<file path="config.mk">
export PLATFORM = sky130hd
export DESIGN_NAME = alu_op_sequencer
export DESIGN_NICKNAME = d
export VERILOG_FILES = /design/src/rtl/alu_seq_pkg.sv /design/src/rtl/alu_flag_gen.sv /design/src/rtl/alu_op_sequencer.sv
export SDC_FILE = /design/constraint.sdc
export NUM_CORES = 1
export LEC_CHECK = 0
export BUFFER_PORTS_ARGS = -buffer_cell sky130_fd_sc_hd__buf_2
export CAP_MARGIN = 20
export CORE_UTILIZATION = 56
export DETAILED_ROUTE_END_ITERATION = 8
export PLACE_DENSITY = 0.92
export RECOVER_POWER = 50
export SYNTH_ARGS = -nofsm -noshare
export SYNTH_HDL_FRONTEND = slang
export SYNTH_SLANG_ARGS = --single-unit
</file>
<file path="constraint.sdc">
create_clock -name Clk -period 15.53 [get_ports Clk]
set_clock_uncertainty 0.15 [all_clocks]
set_input_delay 1.553 -clock Clk [delete_from_list [all_inputs] [get_ports Clk]]
set_output_delay 1.553 -clock Clk [all_outputs]
set_load 0.01 [all_outputs]
</file>
<file path="src/rtl/alu_seq_pkg.sv">
// Shared opcodes, FSM states and condition-code indices
// for the mini ALU issue controller.
package alu_seq_pkg;

  localparam logic [3:0] OP_ADD  = 4'b0000;
  localparam logic [3:0] OP_ADDX = 4'b0001;
  localparam logic [3:0] OP_SUB  = 4'b0010;
  localparam logic [3:0] OP_SUBX = 4'b0011;
  localparam logic [3:0] OP_SLL  = 4'b1010;
  localparam logic [3:0] OP_SRL  = 4'b1011;
  localparam logic [3:0] OP_SRA  = 4'b1100;

  localparam int ICC_N = 3;
  localparam int ICC_Z = 2;
  localparam int ICC_V = 1;
  localparam int ICC_C = 0;

  typedef enum logic [1:0] {
    IDLE    = 2'b00,
    EXEC_LO = 2'b01,
    EXEC_HI = 2'b10,
    RESP    = 2'b11
  } seq_state_t;

  function automatic logic is_add(input logic [3:0] op);
    return (op == OP_ADD) || (op == OP_ADDX);
  endfunction

  function automatic logic is_sub(input logic [3:0] op);
    return (op == OP_SUB) || (op == OP_SUBX);
  endfunction

  function automatic logic is_shift(input logic [3:0] op);
    return (op >= OP_SLL) && (op <= OP_SRA);
  endfunction

  function automatic logic uses_cin(input logic [3:0] op);
    return (op == OP_ADDX) || (op == OP_SUBX);
  endfunction

  // Upper-word pass turns add/sub into its carry-consuming form.
  function automatic logic [3:0] hi_op(input logic [3:0] op);
    logic [3:0] r;
    r = op;
    if (is_add(op)) r = OP_ADDX;
    if (is_sub(op)) r = OP_SUBX;
    return r;
  endfunction

endpackage

</file>
<file path="src/rtl/alu_flag_gen.sv">
// Carry/borrow and signed-overflow derivation for one
// ALU pass, from the operands driven and the result.
module alu_flag_gen
  import alu_seq_pkg::*;
#(
  parameter int W = 32
) (
  input  logic [3:0]   i_opcode,
  input  logic [W-1:0] i_a,
  input  logic [W-1:0] i_b,
  input  logic         i_c1,
  input  logic [W-1:0] i_y,
  output logic         o_cout,
  output logic         o_v
);

  logic w_a_msb;
  logic w_b_msb;
  logic w_y_msb;

  assign w_a_msb = i_a[W-1];
  assign w_b_msb = i_b[W-1];
  assign w_y_msb = i_y[W-1];

  always_comb begin
    o_cout = 1'b0;
    o_v    = 1'b0;
    if (is_add(i_opcode)) begin
      o_cout = (i_y < i_a) | (i_c1 & (i_y == i_a));
      o_v    = (w_a_msb == w_b_msb) & (w_y_msb != w_a_msb);
    end else if (is_sub(i_opcode)) begin
      o_cout = (i_a < i_b) | (i_c1 & (i_a == i_b));
      o_v    = (w_a_msb != w_b_msb) & (w_y_msb != w_a_msb);
    end
  end

endmodule

</file>
<file path="src/rtl/alu_op_sequencer.sv">
// Issue controller for the mini ALU: single/double-width
// passes, carry chaining and N/Z/V/C generation.
module alu_op_sequencer
  import alu_seq_pkg::*;
#(
  parameter int W = 32
) (
  input  logic           Clk,
  input  logic           Clr,
  input  logic           req_valid,
  output logic           req_ready,
  input  logic [3:0]     req_op,
  input  logic           req_dbl,
  input  logic [2*W-1:0] req_a,
  input  logic [2*W-1:0] req_b,
  output logic [W-1:0]   alu_a,
  output logic [W-1:0]   alu_b,
  output logic           alu_c1,
  output logic [3:0]     alu_opcode,
  input  logic [W-1:0]   alu_y,
  output logic           rsp_valid,
  input  logic           rsp_ready,
  output logic [2*W-1:0] rsp_y,
  output logic           rsp_err,
  output logic [3:0]     icc
);

  seq_state_t     r_state;
  logic           r_req_ready;
  logic [3:0]     r_op;
  logic           r_dbl;
  logic [W-1:0]   r_a_hi;
  logic [W-1:0]   r_b_hi;
  logic [W-1:0]   r_alu_a;
  logic [W-1:0]   r_alu_b;
  logic           r_alu_c1;
  logic [3:0]     r_alu_opcode;
  logic           r_rsp_valid;
  logic           r_rsp_err;
  logic [2*W-1:0] r_rsp_y;
  logic [3:0]     r_icc;

  logic w_cout;
  logic w_v;
  logic w_illegal;
  logic w_y_zero;
  logic w_lo_zero;

  assign w_illegal = req_dbl & is_shift(req_op);
  assign w_y_zero  = (alu_y == '0);
  assign w_lo_zero = (r_rsp_y[W-1:0] == '0);

  alu_flag_gen #(
    .W(W)
  ) u_flags (
    .i_opcode (r_alu_opcode),
    .i_a      (r_alu_a),
    .i_b      (r_alu_b),
    .i_c1     (r_alu_c1),
    .i_y      (alu_y),
    .o_cout   (w_cout),
    .o_v      (w_v)
  );

  always_ff @(posedge Clk or posedge Clr) begin
    if (Clr) begin
      r_state      <= IDLE;
      r_req_ready  <= 1'b1;
      r_op         <= '0;
      r_dbl        <= 1'b0;
      r_a_hi       <= '0;
      r_b_hi       <= '0;
      r_alu_a      <= '0;
      r_alu_b      <= '0;
      r_alu_c1     <= 1'b0;
      r_alu_opcode <= '0;
      r_rsp_valid  <= 1'b0;
      r_rsp_err    <= 1'b0;
      r_rsp_y      <= '0;
      r_icc        <= '0;
    end else begin
      unique case (r_state)
        IDLE: begin
          if (req_valid) begin
            r_req_ready <= 1'b0;
            r_op        <= req_op;
            r_dbl       <= req_dbl;
            r_a_hi      <= req_a[2*W-1:W];
            r_b_hi      <= req_b[2*W-1:W];
            r_rsp_y     <= '0;
            if (w_illegal) begin
              r_state     <= RESP;
              r_rsp_valid <= 1'b1;
              r_rsp_err   <= 1'b1;
            end else begin
              r_state      <= EXEC_LO;
              r_rsp_err    <= 1'b0;
              r_alu_a      <= req_a[W-1:0];
              r_alu_b      <= req_b[W-1:0];
              r_alu_opcode <= req_op;
              r_alu_c1     <= uses_cin(req_op)
                              & r_icc[ICC_C];
            end
          end
        end
        EXEC_LO: begin
          r_rsp_y[W-1:0] <= alu_y;
          if (r_dbl) begin
            r_state      <= EXEC_HI;
            r_alu_a      <= r_a_hi;
            r_alu_b      <= r_b_hi;
            r_alu_opcode <= hi_op(r_op);
            r_alu_c1     <= (is_add(r_op) | is_sub(r_op))
                            & w_cout;
          end else begin
            r_state      <= RESP;
            r_rsp_valid  <= 1'b1;
            r_icc        <= {alu_y[W-1], w_y_zero,
                             w_v, w_cout};
            r_alu_a      <= '0;
            r_alu_b      <= '0;
            r_alu_c1     <= 1'b0;
            r_alu_opcode <= '0;
          end
        end
        EXEC_HI: begin
          r_rsp_y[2*W-1:W] <= alu_y;
          r_state      <= RESP;
          r_rsp_valid  <= 1'b1;
          r_icc        <= {alu_y[W-1], w_y_zero & w_lo_zero,
                           w_v, w_cout};
          r_alu_a      <= '0;
          r_alu_b      <= '0;
          r_alu_c1     <= 1'b0;
          r_alu_opcode <= '0;
        end
        RESP: begin
          if (rsp_ready) begin
            r_state     <= IDLE;
            r_req_ready <= 1'b1;
            r_rsp_valid <= 1'b0;
            r_rsp_err   <= 1'b0;
          end
        end
      endcase
    end
  end

  assign req_ready  = r_req_ready;
  assign alu_a      = r_alu_a;
  assign alu_b      = r_alu_b;
  assign alu_c1     = r_alu_c1;
  assign alu_opcode = r_alu_opcode;
  assign rsp_valid  = r_rsp_valid;
  assign rsp_err    = r_rsp_err;
  assign rsp_y      = r_rsp_y;
  assign icc        = r_icc;

endmodule

</file>
==> results.yml <==
global_routing:
  grt_max_degree: 143
  antenna_found_initial: 0
  grt_pass1_wl_um: 48100
  grt_pass1_vias: 9020
  grt.overflow.total: 0
  track_usage_pct: 31.9
clock_network:
  clk_pin_slew_worst_paths_ps: 60
  cts_tree: "done"
  numCtsBuffers: 23
  holdBufCountCts: 0
  cts_setup_buffers: 0
  cts_resized: 0
  htree_levels: 1
  worstSkewPairLatency_ps: 510
  clockRootBuffer: "clkbuf_16"
  clockBufferDepth: 3
  cts.sinks: 211
placement:
  place_area_sq_mm: 0.0121
  dp_cells: 1466
  io_buffer_count: 308
  pre_cts_slack_ps: 11130
  gp_congestion: 0.845
  dp_hpwl_um: 22000
layout:
  design_area_sq_mm: 0.0128
  regArea_sq_mm: 0.00528
  area_growth_pct: 23.1
  multi_input_area_sq_mm: 0.00467
  nets: 1501
  final_cells: 1508
  finalCoreUtilization_pct: 71.0
  diodes: 0
  drive_gt1_share_pct: 30.7
  fillerInstances: 1310
floorplanning:
  die_w_um: 138
  start_util_pct: 57.7
  die_area_sq_mm: 0.0192
  core_sq_mm: 0.0181
  ios: 309
  die_h_um: 138
  num_rows: 49
hold_path:
  hold_path_class: "reg2reg"
  hp-start: "icc[1]"
sta:
  setup_ws_ps: 9520
  tightest_slew_ps: 6220
  fin_crit_sh_pct: 38.7
  min_period_ps: 6010
  setup_tns_ps: 0
  max-slew-margin-rel_pct: -315
  max_freq_mhz: 166
  rsz0062_at_grt: "no"
  hold_violations: 0
  slew_violations: 248
  setup_violations: 0
detailed_routing:
  viasPerCell: 6.02
  drt-initial-drc-count: 750
  wirelength_um: 30600
  ant_nets: 0
  route.detailed.drc: 46
  wl_per_cell_um: 20.3
  vias: 9079
  first_pass_iters: 7
yosys:
  yosys.area_share.simple_pct: 11.4
  synth_edf_count: 0
  synth-compound-area-share_pct: 17.0
  syn_area_per_cell_sq_um: 10.6
  synth_top_area_cell: "dfrtp_1"
  synth_seq_area_share_pct: 50.6
  synth_top_area_share_pct: 50.4
  syn_inst: 984
  synthesis.nets: 1221
  synth_top_family_by_area: "compound AO/OA/AOI/OAI gates"
  synthAdderAreaFrac_pct: 8.16
  synth-main-ff-cell: "dfrtp_1"
  synth_xor_area_share_pct: 0.0840
  ys_ff_latch: 211
  async_flop_share_pct: 100
  netlist_area_sq_mm: 0.0104
  yosysWarnings: 0
  ys_types: 50
  ys_top_cells_by_area: "dfrtp_1, ha_1, mux2_2"
  muxShareOfSynthArea_pct: 7.84
worst_setup_path:
  crit_path_end_kind: "asynchronous set/reset pin"
  start_kind: "input pin"
  cp_data_arrival_time_ps: 6370
  crit_start: "Clr"
  timing.rr.start: "r_state[0]"
  cp_max_fo: 142
  critPathRequiredTime_ps: 15890
  worstSetupPathType: "in2async"
pwr:
  power_density_mw_per_mm2: 244
  power_leakage_nw: 6.31
  ir_drop_mv: 0.208
outcome:
  violations: "DRC, capacitance limit, slew limit"
  outcome: "complete, but fails checks"
run:
  cap_violations: 3
## flip-flops by register name, indices dropped and copies added, names as in the netlist
register	count
rsp_y	64
alu_a	32
alu_b	32
r_a_hi	32
r_b_hi	32
alu_opcode	4
icc	4
r_op	4
r_state	2
alu_c1	1
r_dbl	1
req_ready	1
rsp_err	1
rsp_valid	1
## cell families (layout without fill, tap and decap cells)
group | after synthesis | after routing
and+or+nand+nor | 230 | 230
AOI/OAI and AO/OA | 270 | 270
DFF | 211 | 211
buffers and inverters | 131 | 426
muxes | 73 | 73
adders and majority gates | 68 | 68
xor gates and xnor gates | 1 | 1
## final timing paths
check	slack, ps	cells past startpoint	end
max	9520	3	alu_b[27]
min	320	2	icc[1]
max reg2reg	11130	6	rsp_y[11]
min reg2reg	320	2	icc[1]
max in group Clk	10700	5	rsp_y[11]
min in group asynchronous	2790	2	r_a_hi[23]
## placed cells by master, fill, tap and decap left out, drive strengths merged, types with 67 or more instances in the layout
master,instances
dfrtp,210
a22o,67
ha,68
nor2b,70
clkbuf,72
a21oi,96
inv,71
nor2,79
buf,279
a31oi,70
mux2,70
## cell usage after synthesis (3+ instances only)
cell type  number
nand3_1        10
buf_1          12
mux2_2         70
clkbuf_1       37
nand2_1        19
o21ai_0         9
a31oi_1        70
buf_2          11
and2_1          3
nor3_1          3
nand4_1        17
nor4_1         19
inv_1          71
mux2i_1         3
a21oi_1        95
nor2b_1        70
nor2_1         79
a22o_1         67
dfrtp_1       210
ha_1           68
a21o_1          7
## metal layers
layer / up-vias / track usage, % / part of all wire, %
met5: - / 0 / 0
met2: 465 / 51.1 / 47
li1: 4104 / - / -
met1: 4419 / 43.4 / 42
met4: 0 / 14.4 / 3.9
met3: 91 / 4.71 / 7.3
## power breakdown
group / switching (mW) / internal, mW / total, mW
Combinational: 0.875 / 0.639 / 1.51
Sequential: 0.238 / 0.830 / 1.07
Clock: 0.219 / 0.327 / 0.545
Total: 1.33 / 1.80 / 3.13
## through the flow
stage               power, mW  hold WS [ps]
floorplan                2.03           323
global placement         2.45           302
detailed placement       2.55           308
CTS                      3.11           321
global route             3.33           334
finish                   3.13           322
## area by class of cell
type,count,share of cell area (%)
Clock inverter,4,0.380
Tap cell,229,2.23
Inverter,71,2.08
Sequential cell,211,41.1
Clock buffer,36,5.48
Timing Repair Buffer,315,12.3
Multi-Input combinational cell,642,36.4
## critical path, stage by stage
cell	delay, ps
buf_2	100
clkinvlp_2	3390
buf_4	1120
(Power assumes the default switching activity.)
